$ cat config.mk
export PLATFORM = sky130hd
export DESIGN_NAME = ysyx_25060170_ifetch_mem
export DESIGN_NICKNAME = d
export VERILOG_FILES = /design/src/rtl/ysyx_25060170_ifetch_mem_pkg.sv /design/src/rtl/ysyx_25060170_inst_hold_reg.sv /design/src/rtl/ysyx_25060170_ifetch_mem.sv
export SDC_FILE = /design/constraint.sdc
export NUM_CORES = 1
export LEC_CHECK = 0
export CORE_MARGIN = 2
export CORE_UTILIZATION = 42
export DETAILED_ROUTE_END_ITERATION = 8
export PLACE_DENSITY_LB_ADDON = 0.3
export SYNTH_ARGS = -nofsm -noshare
export SYNTH_HDL_FRONTEND = slang
export SYNTH_SLANG_ARGS = --single-unit
$ cat constraint.sdc
create_clock -name clk -period 3.6 [get_ports clk]
set_clock_uncertainty 0.1 [all_clocks]
set_input_delay 0.54 -clock clk [delete_from_list [all_inputs] [get_ports clk]]
set_output_delay 0.54 -clock clk [all_outputs]
set_load 0.005 [all_outputs]
$ cat src/rtl/ysyx_25060170_ifetch_mem_pkg.sv
// Shared definitions for the instruction-fetch memory stage: FSM encoding,
// AXI read-response codes and the response-to-fault helper.
package ysyx_25060170_ifetch_mem_pkg;

   typedef enum logic [1:0] {
      IDLE   = 2'b00,
      REQ    = 2'b01,
      WAIT_R = 2'b10,
      HOLD   = 2'b11
   } fetch_state_e;

   localparam logic [1:0] RESP_OKAY = 2'b00;

   function automatic logic resp_fault(input logic [1:0] resp);
      return (resp != RESP_OKAY);
   endfunction

endpackage

$ cat src/rtl/ysyx_25060170_inst_hold_reg.sv
// Holding register for the instruction presented to decode: word, its PC and
// the access-fault flag, loaded once per accepted read response.
module ysyx_25060170_inst_hold_reg
   import ysyx_25060170_ifetch_mem_pkg::*;
#(
   parameter int ADDR_W = 32,
   parameter int DATA_W = 32
) (
   input  logic              clk,
   input  logic              rst,
   input  logic              load,
   input  logic [DATA_W-1:0] next_inst,
   input  logic [ADDR_W-1:0] next_pc,
   input  logic [1:0]        next_resp,
   output logic [DATA_W-1:0] inst,
   output logic [ADDR_W-1:0] pc,
   output logic              fault
);

   logic [DATA_W-1:0] inst_r;
   logic [ADDR_W-1:0] pc_r;
   logic              fault_r;

   // Capture the response on load; otherwise keep the held instruction stable.
   always_ff @(posedge clk or posedge rst) begin
      if (rst) begin
         inst_r  <= '0;
         pc_r    <= '0;
         fault_r <= 1'b0;
      end else if (load) begin
         inst_r  <= next_inst;
         pc_r    <= next_pc;
         fault_r <= resp_fault(next_resp);
      end else begin
         inst_r  <= inst_r;
         pc_r    <= pc_r;
         fault_r <= fault_r;
      end
   end

   assign inst  = inst_r;
   assign pc    = pc_r;
   assign fault = fault_r;

endmodule

$ cat src/rtl/ysyx_25060170_ifetch_mem.sv
// Instruction-fetch memory stage: issues one AR/R read per PC, holds the
// returned word for decode and tells the IFU when the PC may be written.
module ysyx_25060170_ifetch_mem
   import ysyx_25060170_ifetch_mem_pkg::*;
#(
   parameter int ADDR_W = 32,
   parameter int DATA_W = 32
) (
   input  logic              clk,
   input  logic              rst,
   input  logic [ADDR_W-1:0] pc_i,
   input  logic              flush_i,
   output logic              pc_advance_o,
   output logic [ADDR_W-1:0] araddr_o,
   output logic              arvalid_o,
   input  logic              arready_i,
   input  logic [DATA_W-1:0] rdata_i,
   input  logic [1:0]        rresp_i,
   input  logic              rvalid_i,
   output logic              rready_o,
   output logic [DATA_W-1:0] inst_o,
   output logic [ADDR_W-1:0] inst_pc_o,
   output logic              inst_fault_o,
   output logic              inst_valid_o,
   input  logic              inst_ready_i
);

   fetch_state_e      state_r;
   fetch_state_e      state_s;
   logic              discard_r;
   logic              discard_s;
   logic [ADDR_W-1:0] araddr_r;
   logic [ADDR_W-1:0] araddr_s;
   logic              load_s;

   // FSM state, pending-discard flag and the outstanding read address.
   always_ff @(posedge clk or posedge rst) begin
      if (rst) begin
         state_r   <= IDLE;
         discard_r <= 1'b0;
         araddr_r  <= '0;
      end else begin
         state_r   <= state_s;
         discard_r <= discard_s;
         araddr_r  <= araddr_s;
      end
   end

   // Next-state logic; a redirect while a read is outstanding poisons its data.
   always_comb begin
      state_s   = state_r;
      discard_s = discard_r;
      araddr_s  = araddr_r;
      load_s    = 1'b0;
      case (state_r)
         IDLE: begin
            if (!flush_i) begin
               araddr_s = pc_i;
               state_s  = REQ;
            end else begin
               state_s  = IDLE;
            end
         end
         REQ: begin
            if (flush_i) begin
               discard_s = 1'b1;
            end else begin
               discard_s = discard_r;
            end
            if (arready_i) begin
               state_s = WAIT_R;
            end else begin
               state_s = REQ;
            end
         end
         WAIT_R: begin
            if (rvalid_i) begin
               discard_s = 1'b0;
               if (discard_r || flush_i) begin
                  state_s = IDLE;
               end else begin
                  load_s  = 1'b1;
                  state_s = HOLD;
               end
            end else if (flush_i) begin
               discard_s = 1'b1;
            end else begin
               state_s = WAIT_R;
            end
         end
         HOLD: begin
            if (inst_ready_i || flush_i) begin
               state_s = IDLE;
            end else begin
               state_s = HOLD;
            end
         end
         default: begin
            state_s   = IDLE;
            discard_s = 1'b0;
         end
      endcase
   end

   ysyx_25060170_inst_hold_reg #(
      .ADDR_W (ADDR_W),
      .DATA_W (DATA_W)
   ) u_hold (
      .clk       (clk),
      .rst       (rst),
      .load      (load_s),
      .next_inst (rdata_i),
      .next_pc   (araddr_r),
      .next_resp (rresp_i),
      .inst      (inst_o),
      .pc        (inst_pc_o),
      .fault     (inst_fault_o)
   );

   assign araddr_o     = araddr_r;
   assign arvalid_o    = (state_r == REQ);
   assign rready_o     = (state_r == WAIT_R);
   assign inst_valid_o = (state_r == HOLD);
   // Gated by rst so the IFU sees no PC write while the stage is held in reset.
   assign pc_advance_o = !rst && (((state_r == HOLD) && inst_ready_i) || flush_i);

endmodule

==> results of run 1 <==
-- layout make-up --
class                   count  area (µm²)  area share [%]
flip-flops and latches    100        2502           41.74
repair buffers            176        1764           29.42
multi-input cells         120        1375           22.93
clock buffers              11       141.4           2.358
well taps                 111       138.9           2.316
clock inverters             5       60.06           1.002
inverters                   3       13.76          0.2295
-- metrics by stage --
stage	power (mW)	area [µm²]	utilization, %	instances
after floorplan	2.480	3968	-	234
after global placement	3.522	5794	63.01	510
after detailed placement	3.593	5794	63.01	510
after CTS	4.339	5996	65.20	526
after global routing	4.537	5996	65.20	526
final	4.279	5996	65.20	526
-- kinds of logic (layout without fill, tap and decap cells) --
kind of cell	after synthesis	in the layout
DFF	100	100
adders and majority gates	4	4
buffers and inverters	14	195
and+or+nand+nor	11	11
muxes	96	96
AOI/OAI and AO/OA	9	9
-- worst max-delay path: stages --
cell and delay, ns:
clkdlybuf4s50_1 0.64, a21oi_1 0.07, nor2_1 0.09, clkdlybuf4s50_1 0.51
-- per-layer routing --
layer	vias to the layer above	track usage, %	routed length [µm]
met1	1276	23.13	3940
li1	1177	-	-
met3	12	6.625	839
met2	116	28.37	4246
met4	0	4.678	104
met5	-	0	0
-- power breakdown --
group	internal [mW]	switching, mW
logic	1.22	0.493
clock network	0.344	0.385
registers	1.55	0.282
total	3.12	1.16
-- sequential cells by signal (all words and copies together), names as in the netlist --
name and flops:
u_hold.pc 32, u_hold.inst 32, discard_r 1, u_hold.fault 1, araddr_o 32, state_r 2
-- cell usage after synthesis, types with 2 or more instances --
| master | count |
|---|---|
| inv_1 | 3 |
| buf_6 | 4 |
| nor2b_1 | 2 |
| ha_1 | 4 |
| dfrtp_1 | 100 |
| mux2_1 | 2 |
| a21oi_1 | 3 |
| nand2_1 | 3 |
| mux2_2 | 66 |
| buf_2 | 3 |
| buf_4 | 3 |
| nor2_1 | 3 |
| mux2_4 | 28 |
-- worst min-delay path by stage --
stage / slack, ns / endpoint / depth (start not counted) / from
after detailed placement: 0.39 / u_hold.pc[15]$_DFFE_PP0P_ / 1 / u_hold.pc[15]$_DFFE_PP0P_
after floorplan: 0.40 / state_r[1]$_DFFE_PP0P_ / 2 / state_r[1]$_DFFE_PP0P_
after CTS: 0.42 / u_hold.pc[17]$_DFFE_PP0P_ / 1 / u_hold.pc[17]$_DFFE_PP0P_
after global routing: 0.43 / u_hold.pc[17]$_DFFE_PP0P_ / 1 / u_hold.pc[17]$_DFFE_PP0P_
final: 0.41 / u_hold.pc[17]$_DFFE_PP0P_ / 1 / u_hold.pc[17]$_DFFE_PP0P_
after global placement: 0.39 / u_hold.pc[17]$_DFFE_PP0P_ / 1 / u_hold.pc[17]$_DFFE_PP0P_
==> out/qor.yml, run 1 <==
grt_first_pass_wirelength_um: 14070
rr_startpoint: "state_r[0]$_DFFE_PP0P_"
critPathLaunchType: "input port"
n_antenna_cell: 0
port_buffers: 172
setup_ws_ns: 1.100
slew_headroom_pct: 42.74
cp.required_ns: 2.96
path_class: "in -> out"
synthMuxAreaShare_pct: 29.90
ctsHtreeMaxLevel: 3
yosys-top-cells-area: "dfrtp_1 63%, mux2_2 19%, mux2_4 11%"
r2r_slack_ns: 1.32
synth_nets: 310
layout_commonest_cell: "clkdlybuf4s50_1"
clockBufferDepth: 2
worst_slew_pin_slew_ns: 0.8589
rsz0062_at_grt: "no"
cts_tree: "built"
clock_sinks: 100
setup_viol: 0
yosysTopAreaCellShare_pct: 63.07
synth_fa_ha_area_share_pct: 1.261
synth_top_family_by_area: "multiplexers"
hold_viol: 0
dpl.hpwl_um: 6482
grt_pass1_vias: 2707
hold_buffers: 0
drtPass1Iterations: 4
finalWirelength_um: 9129
timing.hold.ws_ns: 0.4100
powerDensity_nw_per_um2: 713.6
yosysWarnings: 0
path_clk_slew_ns: 0.08
synth_edf_count: 0
fmax_mhz: 400.0
track_usage_pct: 17.79
insertion_delay_ns: 0.36
viasPerCell: 4.907
drt_iter0_drc: 46
final_nets: 486
critPathArrivalTime_ns: 1.86
yosys.area_share.simple_pct: 1.703
status: "finished clean"
synth_xor_area_share_pct: 0
maxCapViolCount: 0
synthCells: 234
die-area_um2: 10240
cts_root_buf: "clkbuf_8"
ioPinCount: 173
worstSetupEndpoint: "pc_advance_o"
fp.dieW_um: 101.2
fin_crit_ns: 2.500
crit_start: "flush_i"
slew_violations: 0
worstRegToRegCells: 5
crit_fanout: 8
syn_area_um2: 3968
die_h_um: 101.2
rows: 35
area.growth.synth_to_final_pct: 51.12
initial_core_util_pct: 43.14
ys_ff_latch: 100
ant_nets: 0
r2r_end: "u_hold.pc[19]$_DFFE_PP0P_"
wl_per_cell_um: 17.36
numCtsBuffers: 9
antenna_found_initial: 0
grt_overflow: 0
coreArea_um2: 9196
final_cell_mix: "172 x clkdlybuf4s50_1, 100 x dfrtp_1, 66 x mux2_2, 28 x mux2_4, 10 x clkbuf_8"
grt_max_degree: 70
post-cts-setup-buffers: 0
finalCritPeriodShare_pct: 69.44
cp-end-kind: "output port"
async_flop_share_pct: 100.0
synth_top_area_cell: "dfrtp_1"
drive_gt1_share_pct: 28.19
min-delay-path-class: "reg -> reg"
peakVddDrop_v: 0.0003888
drc_errors: 0
ctsResizeCount: 0
syn_area_per_cell_um2: 16.96
fill_cells: 688
ys_types: 23
globalplace.congestion: 0.7493
synth_compound_area_share_pct: 1.608
leakage_nw: 2.648
synth_flop_cell: "dfrtp_1"
ys_seq_area_share_pct: 63.07
final.setup.tns_ns: 0
place_ws_ns: 0.8522
vias: 2581
(Power assumes the default switching activity.)
==> run 2: changes to the inputs <==
- clock period: 3.6 -> 2.6 ns (I/O delays scaled with it)
==> run 2 against run 1 <==
Net effect: hold slack lost 0.020 ns; first-iteration DRC count up 35%; clock power increased by 47%; setup slack worse by 0.68 ns; register-to-register slack got worse by 0.65 ns; cell count fell by 0.19%; critical path depth unchanged; non-clock buffer count grew 1; utilization increased by 0.63 points; critical endpoint unchanged.
==> out/qor.yml, run 2 (synthesis results as in run 1) <==
post-cts-setup-buffers: 0  # unchanged
ant_nets: 0  # unchanged
fill_cells: 676  # -1.7%
final_cell_mix: "172 x clkdlybuf4s50_1, 100 x dfrtp_1, 66 x mux2_2, 28 x mux2_4, 10 x clkbuf_8"
path_class: "in -> out"
powerDensity_nw_per_um2: 988.0  # +38%
crit_fanout: 8  # unchanged
dpl.hpwl_um: 6307  # -2.7%
wl_per_cell_um: 16.73  # -3.6%
maxCapViolCount: 0  # unchanged
p_sw_mw: 1.562  # +35%
cts_tree: "built"
final.setup.tns_ns: 0  # unchanged
place_ws_ns: 0.3592  # -0.4931 ns
die_h_um: 101.2  # unchanged
fp.dieW_um: 101.2  # unchanged
clockBufferDepth: 2  # unchanged
p_comb_share_pct: 40.0  # about the same
slew_violations: 0  # unchanged
multi_input_comb_area_um2: 1375  # unchanged
track_usage_pct: 17.64  # -0.15 points
rows: 35  # unchanged
peakVddDrop_v: 0.0005056  # +30%
final_nets: 487  # +0.21%
worst_slew_pin_slew_ns: 0.5236  # -0.3353 ns
drive_gt1_share_pct: 28.26  # +0.068 points
grt_pass1_vias: 2737  # +1.1%
hold_viol: 0  # unchanged
pwr-share-seq_pct: 42.1  # -0.8 points
viasPerCell: 4.930  # +0.46%
slew_headroom_pct: 65.09  # +22 points
swShare_pct: 26.12  # -0.98 points
antenna_found_initial: 0  # unchanged
die-area_um2: 10240  # unchanged
grt_overflow: 0  # unchanged
grt_first_pass_wirelength_um: 13790  # -2.0%
critPathLaunchType: "input port"
finalCritPeriodShare_pct: 83.78
insertion_delay_ns: 0.35  # about the same
globalplace.congestion: 0.7346  # -2.0%
hold_buffers: 0  # unchanged
fin_crit_ns: 2.178
path_clk_slew_ns: 0.10  # +0.02 ns
status: "finished clean"
layout_commonest_cell: "clkdlybuf4s50_1"
min-delay-path-class: "in -> async"
drc_errors: 0  # unchanged
p_int_mw: 4.418  # +42%
area.growth.synth_to_final_pct: 52.57
ctsResizeCount: 0  # unchanged
finalWirelength_um: 8785  # -3.8%
ioPinCount: 173  # unchanged
rsz0062_at_grt: "no"
drtPass1Iterations: 4  # unchanged
port_buffers: 172  # unchanged
initial_core_util_pct: 43.14  # unchanged
clock_sinks: 100  # unchanged
numCtsBuffers: 9  # unchanged
cp.required_ns: 2.11  # -0.85 ns
ctsHtreeMaxLevel: 3  # unchanged
coreArea_um2: 9196  # unchanged
leakage_nw: 2.660  # +0.47%
grt_max_degree: 60  # -14%
n_antenna_cell: 0  # unchanged
postLayoutCoreUtil_pct: 65.82  # +0.63 points
setup_viol: 0  # unchanged
setup_ws_ns: 0.4218  # -0.6783 ns
drt_iter0_drc: 62  # +35%
cts_root_buf: "clkbuf_8"
seqCellArea_um2: 2502  # unchanged
vias: 2588  # +0.27%
power_frac_clock_pct: 17.9  # +0.9 points
critPathArrivalTime_ns: 1.69  # -0.17 ns
cp-end-kind: "output port"
fmax_mhz: 459.1
-- run 2: cell count changes in the layout (fill, tap and decap cells not counted) --
cell	previous run	this run
buf_12	1	4
buf_4	3	1
clkinvlp_4	1	3
bufinv_16	1	2
clkbuf_1	1	0
clkinv_2	1	0
clkinv_4	1	0
inv_4	1	0
inv_6	1	0
-- run 2: metal layers --
layer  wire (µm)  part of all wire (%)  up-vias  track usage (%)
li1            -                     -     1169                -
met1        3854                    44     1284            23.35
met2        3885                    44      124            25.83
met3         915                    10       11            8.213
met4         130                   1.5        0            5.925
met5           0                     0        -                0
-- run 2: critical path: stages --
cell and delay [ns]:
clkdlybuf4s50_1 0.64, a21oi_1 0.07, nor2_1 0.09, clkdlybuf4s50_1 0.50
-- run 2: final timing paths --
| check | startpoint | end | slack (ns) | depth (start not counted) |
|---|---|---|---|---|
| max | flush_i | pc_advance_o | 0.42 | 4 |
| min | rst | u_hold.inst[25]$_DFFE_PP0P_ | 0.39 | 3 |
| max reg2reg | state_r[0]$_DFFE_PP0P_ | u_hold.inst[15]$_DFFE_PP0P_ | 0.67 | 5 |
| min reg2reg | u_hold.inst[17]$_DFFE_PP0P_ | u_hold.inst[17]$_DFFE_PP0P_ | 0.41 | 1 |
| max in group asynchronous | rst | araddr_o[23]$_DFFE_PP0P_ | 1.52 | 3 |
| min in group clk | u_hold.inst[17]$_DFFE_PP0P_ | u_hold.inst[17]$_DFFE_PP0P_ | 0.41 | 1 |
-- run 2: layout make-up --
type	count	area share (%)
sequential	100	41.34
timing repair buffer	177	29.89
multi-input combinational	120	22.72
tap	111	2.294
clock buffer	10	2.274
clock inverter	4	1.240
inverter	3	0.2480
-- run 2: metrics by stage --
step                hold WS, ns  std cells  power, mW  area (µm²)
finish                   0.3897        525      5.980        6053
global route             0.4299        525      6.356        6053
floorplan                0.3870        234      3.434        3971
detailed placement       0.3930        511      4.980        5841
global placement         0.3888        511      4.899        5841
CTS                      0.4028        525      6.074        6053
-- run 2: power by group through the flow --
stage / Sequential [mW] / Combinational [mW] / Clock [mW]
global placement: 2.53 / 2.37 / 0
CTS: 2.53 / 2.43 / 1.11
floorplan: 2.56 / 0.877 / 0
global route: 2.61 / 2.58 / 1.17
finish: 2.52 / 2.39 / 1.07
detailed placement: 2.56 / 2.42 / 0
==> run 3: changes to the inputs <==
- CORE_UTILIZATION: 42 -> 38
- clock period: 2.6 -> 1.8 ns (I/O delays scaled with it)
==> run 3 against run 2 <==
Net effect: combinational power is 63% higher; global-route usage fell by 0.44 points; critical path depth rose by 3; cell count is 9.7% higher; sequential share of layout area fell by 3.2 points; power rose by 53%; the run now ends with setup timing left; via count increased by 4.9%; utilization shrank 1.8 points; largest power group is now combinational cells; register-to-register slack lost 0.74 ns.
==> out/qor.yml, run 3 (synthesis results as in run 1) <==
r2r_end: "u_hold.inst[17]$_DFFE_PP0P_"
port_buffers: 172  # unchanged
slew_headroom_pct: 73.20  # +8.1 points
rows: 37  # +5.7%
area.growth.synth_to_final_pct: 65.18
crit_fanout: 8  # unchanged
leakage_nw: 2.873  # +8.0%
drtPass1Iterations: 4  # unchanged
coreArea_um2: 10230  # +11%
rsz0062_at_grt: "yes"
viasPerCell: 4.714  # -4.4%
cp.required_ns: 1.95  # -0.16 ns
cts_root_buf: "clkbuf_8"
violations: "setup timing"
critPathLaunchType: "flop"
hold_viol: 0  # unchanged
initial_core_util_pct: 38.78  # -4.4 points
layout_commonest_cell: "clkdlybuf4s50_1"
setup_ws_ns: -0.06700  # -0.4888 ns
path_class: "reg -> reg"
ctsHtreeMaxLevel: 3  # unchanged
antenna_found_initial: 0  # unchanged
grt_overflow: 0  # unchanged
drive_gt1_share_pct: 34.09  # +5.8 points
grt_max_degree: 70  # +17%
critPathArrivalTime_ns: 2.02  # +0.33 ns
powerDensity_nw_per_um2: 1394  # +41%
cp-end-kind: "flop"
cp_num_buf_inv: 4  # +2
setup_viol: 70  # +70
fill_cells: 798  # +18%
peakVddDrop_v: 0.0006075  # +20%
cts_tree: "built"
ioPinCount: 173  # unchanged
final.setup.tns_ns: -2.628  # -2.628 ns
power_mw: 9.137  # +53%
fin_crit_ns: 1.867
slew_violations: 0  # unchanged
insertion_delay_ns: 0.36  # about the same
dpl.cell_count: 545  # +6.7%
drc_errors: 0  # unchanged
dpl.hpwl_um: 6286  # -0.33%
cpPeakStageDelay_ns: 0.39  # -0.25 ns
min-delay-path-class: "in -> async"
vias: 2715  # +4.9%
final_cell_mix: "168 x clkdlybuf4s50_1, 100 x dfrtp_1, 57 x mux2_4, 37 x mux2_2, 13 x buf_4"
globalplace.congestion: 0.7064  # -3.8%
critical_path.cell_chain: "buf_4 > inv_4 > ha_4 > and4bb_4 > buf_12 > buf_16 > mux2_2"
final_nets: 511  # +4.9%
fp.dieW_um: 106.2  # +4.9%
die-area_um2: 11270  # +10%
postLayoutCoreUtil_pct: 64.06  # -1.8 points
n_antenna_cell: 0  # unchanged
rr_startpoint: "state_r[0]$_DFFE_PP0P_"
fmax_mhz: 535.6
track_usage_pct: 17.20  # -0.44 points
r2r_slack_ns: -0.07  # -0.74 ns
ant_nets: 0  # unchanged
stdcell_count: 576  # +9.7%
status: "complete, but fails checks"
maxCapViolCount: 0  # unchanged
clock_sinks: 100  # unchanged
cp_top_family: "buffers and inverters"
worstRegToRegCells: 7  # +2
worst_slew_pin_slew_ns: 0.4021  # -0.1216 ns
grt_first_pass_wirelength_um: 15120  # +9.7%
hold_buffers: 0  # unchanged
drt_iter0_drc: 89  # +44%
critical_path.slowest_cell: "dfrtp_1"
clockBufferDepth: 2  # unchanged
finalCritPeriodShare_pct: 103.7
numCtsBuffers: 9  # unchanged
timing.hold.ws_ns: 0.3885  # -0.001195 ns
grt_pass1_vias: 2873  # +5.0%
wl_per_cell_um: 17.37  # +3.8%
die_h_um: 106.2  # +4.9%
finalWirelength_um: 10000  # +14%
path_clk_slew_ns: 0.09  # about the same
==> run 3: cell count changes in the layout (fill, tap and decap cells not counted), moves of 3 or more <==
cell and delta:
ha_1 -3, clkdlybuf4s50_1 -4, clkbuf_16 +4, mux2_4 +29, buf_4 +12, mux2_2 -29, buf_6 +3
==> run 3: layer usage <==
metal | track usage (%) | part of all wire [%] | vias up
met4 | 6.485 | 1.3 | 0
met1 | 22.16 | 44 | 1367
li1 | - | - | 1229
met3 | 4.353 | 6.6 | 9
met2 | 27.98 | 48 | 110
met5 | 0 | 0 | -
==> run 3: worst max path at each step <==
stage / startpoint / to / slack, ns / depth (start not counted)
after floorplan: state_r[0]$_DFFE_PP0P_ / u_hold.inst[26]$_DFFE_PP0P_ / 0.03 / 6
after global placement: flush_i / u_hold.inst[14]$_DFFE_PP0P_ / -0.1 / 4
after detailed placement: flush_i / u_hold.inst[14]$_DFFE_PP0P_ / -0.12 / 4
after CTS: state_r[0]$_DFFE_PP0P_ / u_hold.pc[28]$_DFFE_PP0P_ / -0.09 / 7
after global routing: state_r[1]$_DFFE_PP0P_ / state_r[0]$_DFFE_PP0P_ / -0.12 / 7
final: state_r[0]$_DFFE_PP0P_ / u_hold.inst[17]$_DFFE_PP0P_ / -0.07 / 7
==> run 3: what timing repair did <==
item                                    4_1_cts  5_1_grt
endpoints found under the setup margin       51       82
buffers inserted                              7        1
pin swaps                                     1        3
hold endpoints to repair                      0        0
resized for setup                            24       28
cloned                                        2        5
==> run 3: layout make-up <==
class | count | area (µm²) | area share, %
clock inverters | 6 | 88.84 | 1.355
inverters | 3 | 17.52 | 0.2673
repair buffers | 201 | 2131 | 32.51
multi-input cells | 120 | 1516 | 23.14
well taps | 136 | 170.2 | 2.596
clock buffers | 10 | 127.6 | 1.947
flip-flops and latches | 100 | 2502 | 38.18
==> run 3: worst register-to-register path, cell delays in order, from the launching register on <==
cell and delay (ns):
dfrtp_1 0.39, buf_4 0.15, inv_4 0.06, ha_4 0.14
and4bb_4 0.32, buf_12 0.14, buf_16 0.14, mux2_2 0.33
==> run 3: power by group <==
part	total (mW)	switching, mW	internal, mW
sequential	3.68	0.575	3.10
combinational	3.90	1.10	2.80
clock	1.56	0.771	0.784
==> run 3: metrics by stage <==
stage | cell area [µm²] | setup slack [ns]
3_3_place_gp | 5939 | -0.09796
6_report | 6554 | -0.06700
2_1_floorplan | 3971 | 0.02587
4_1_cts | 6332 | -0.08614
3_5_place_dp | 5939 | -0.1241
5_1_grt | 6554 | -0.1231
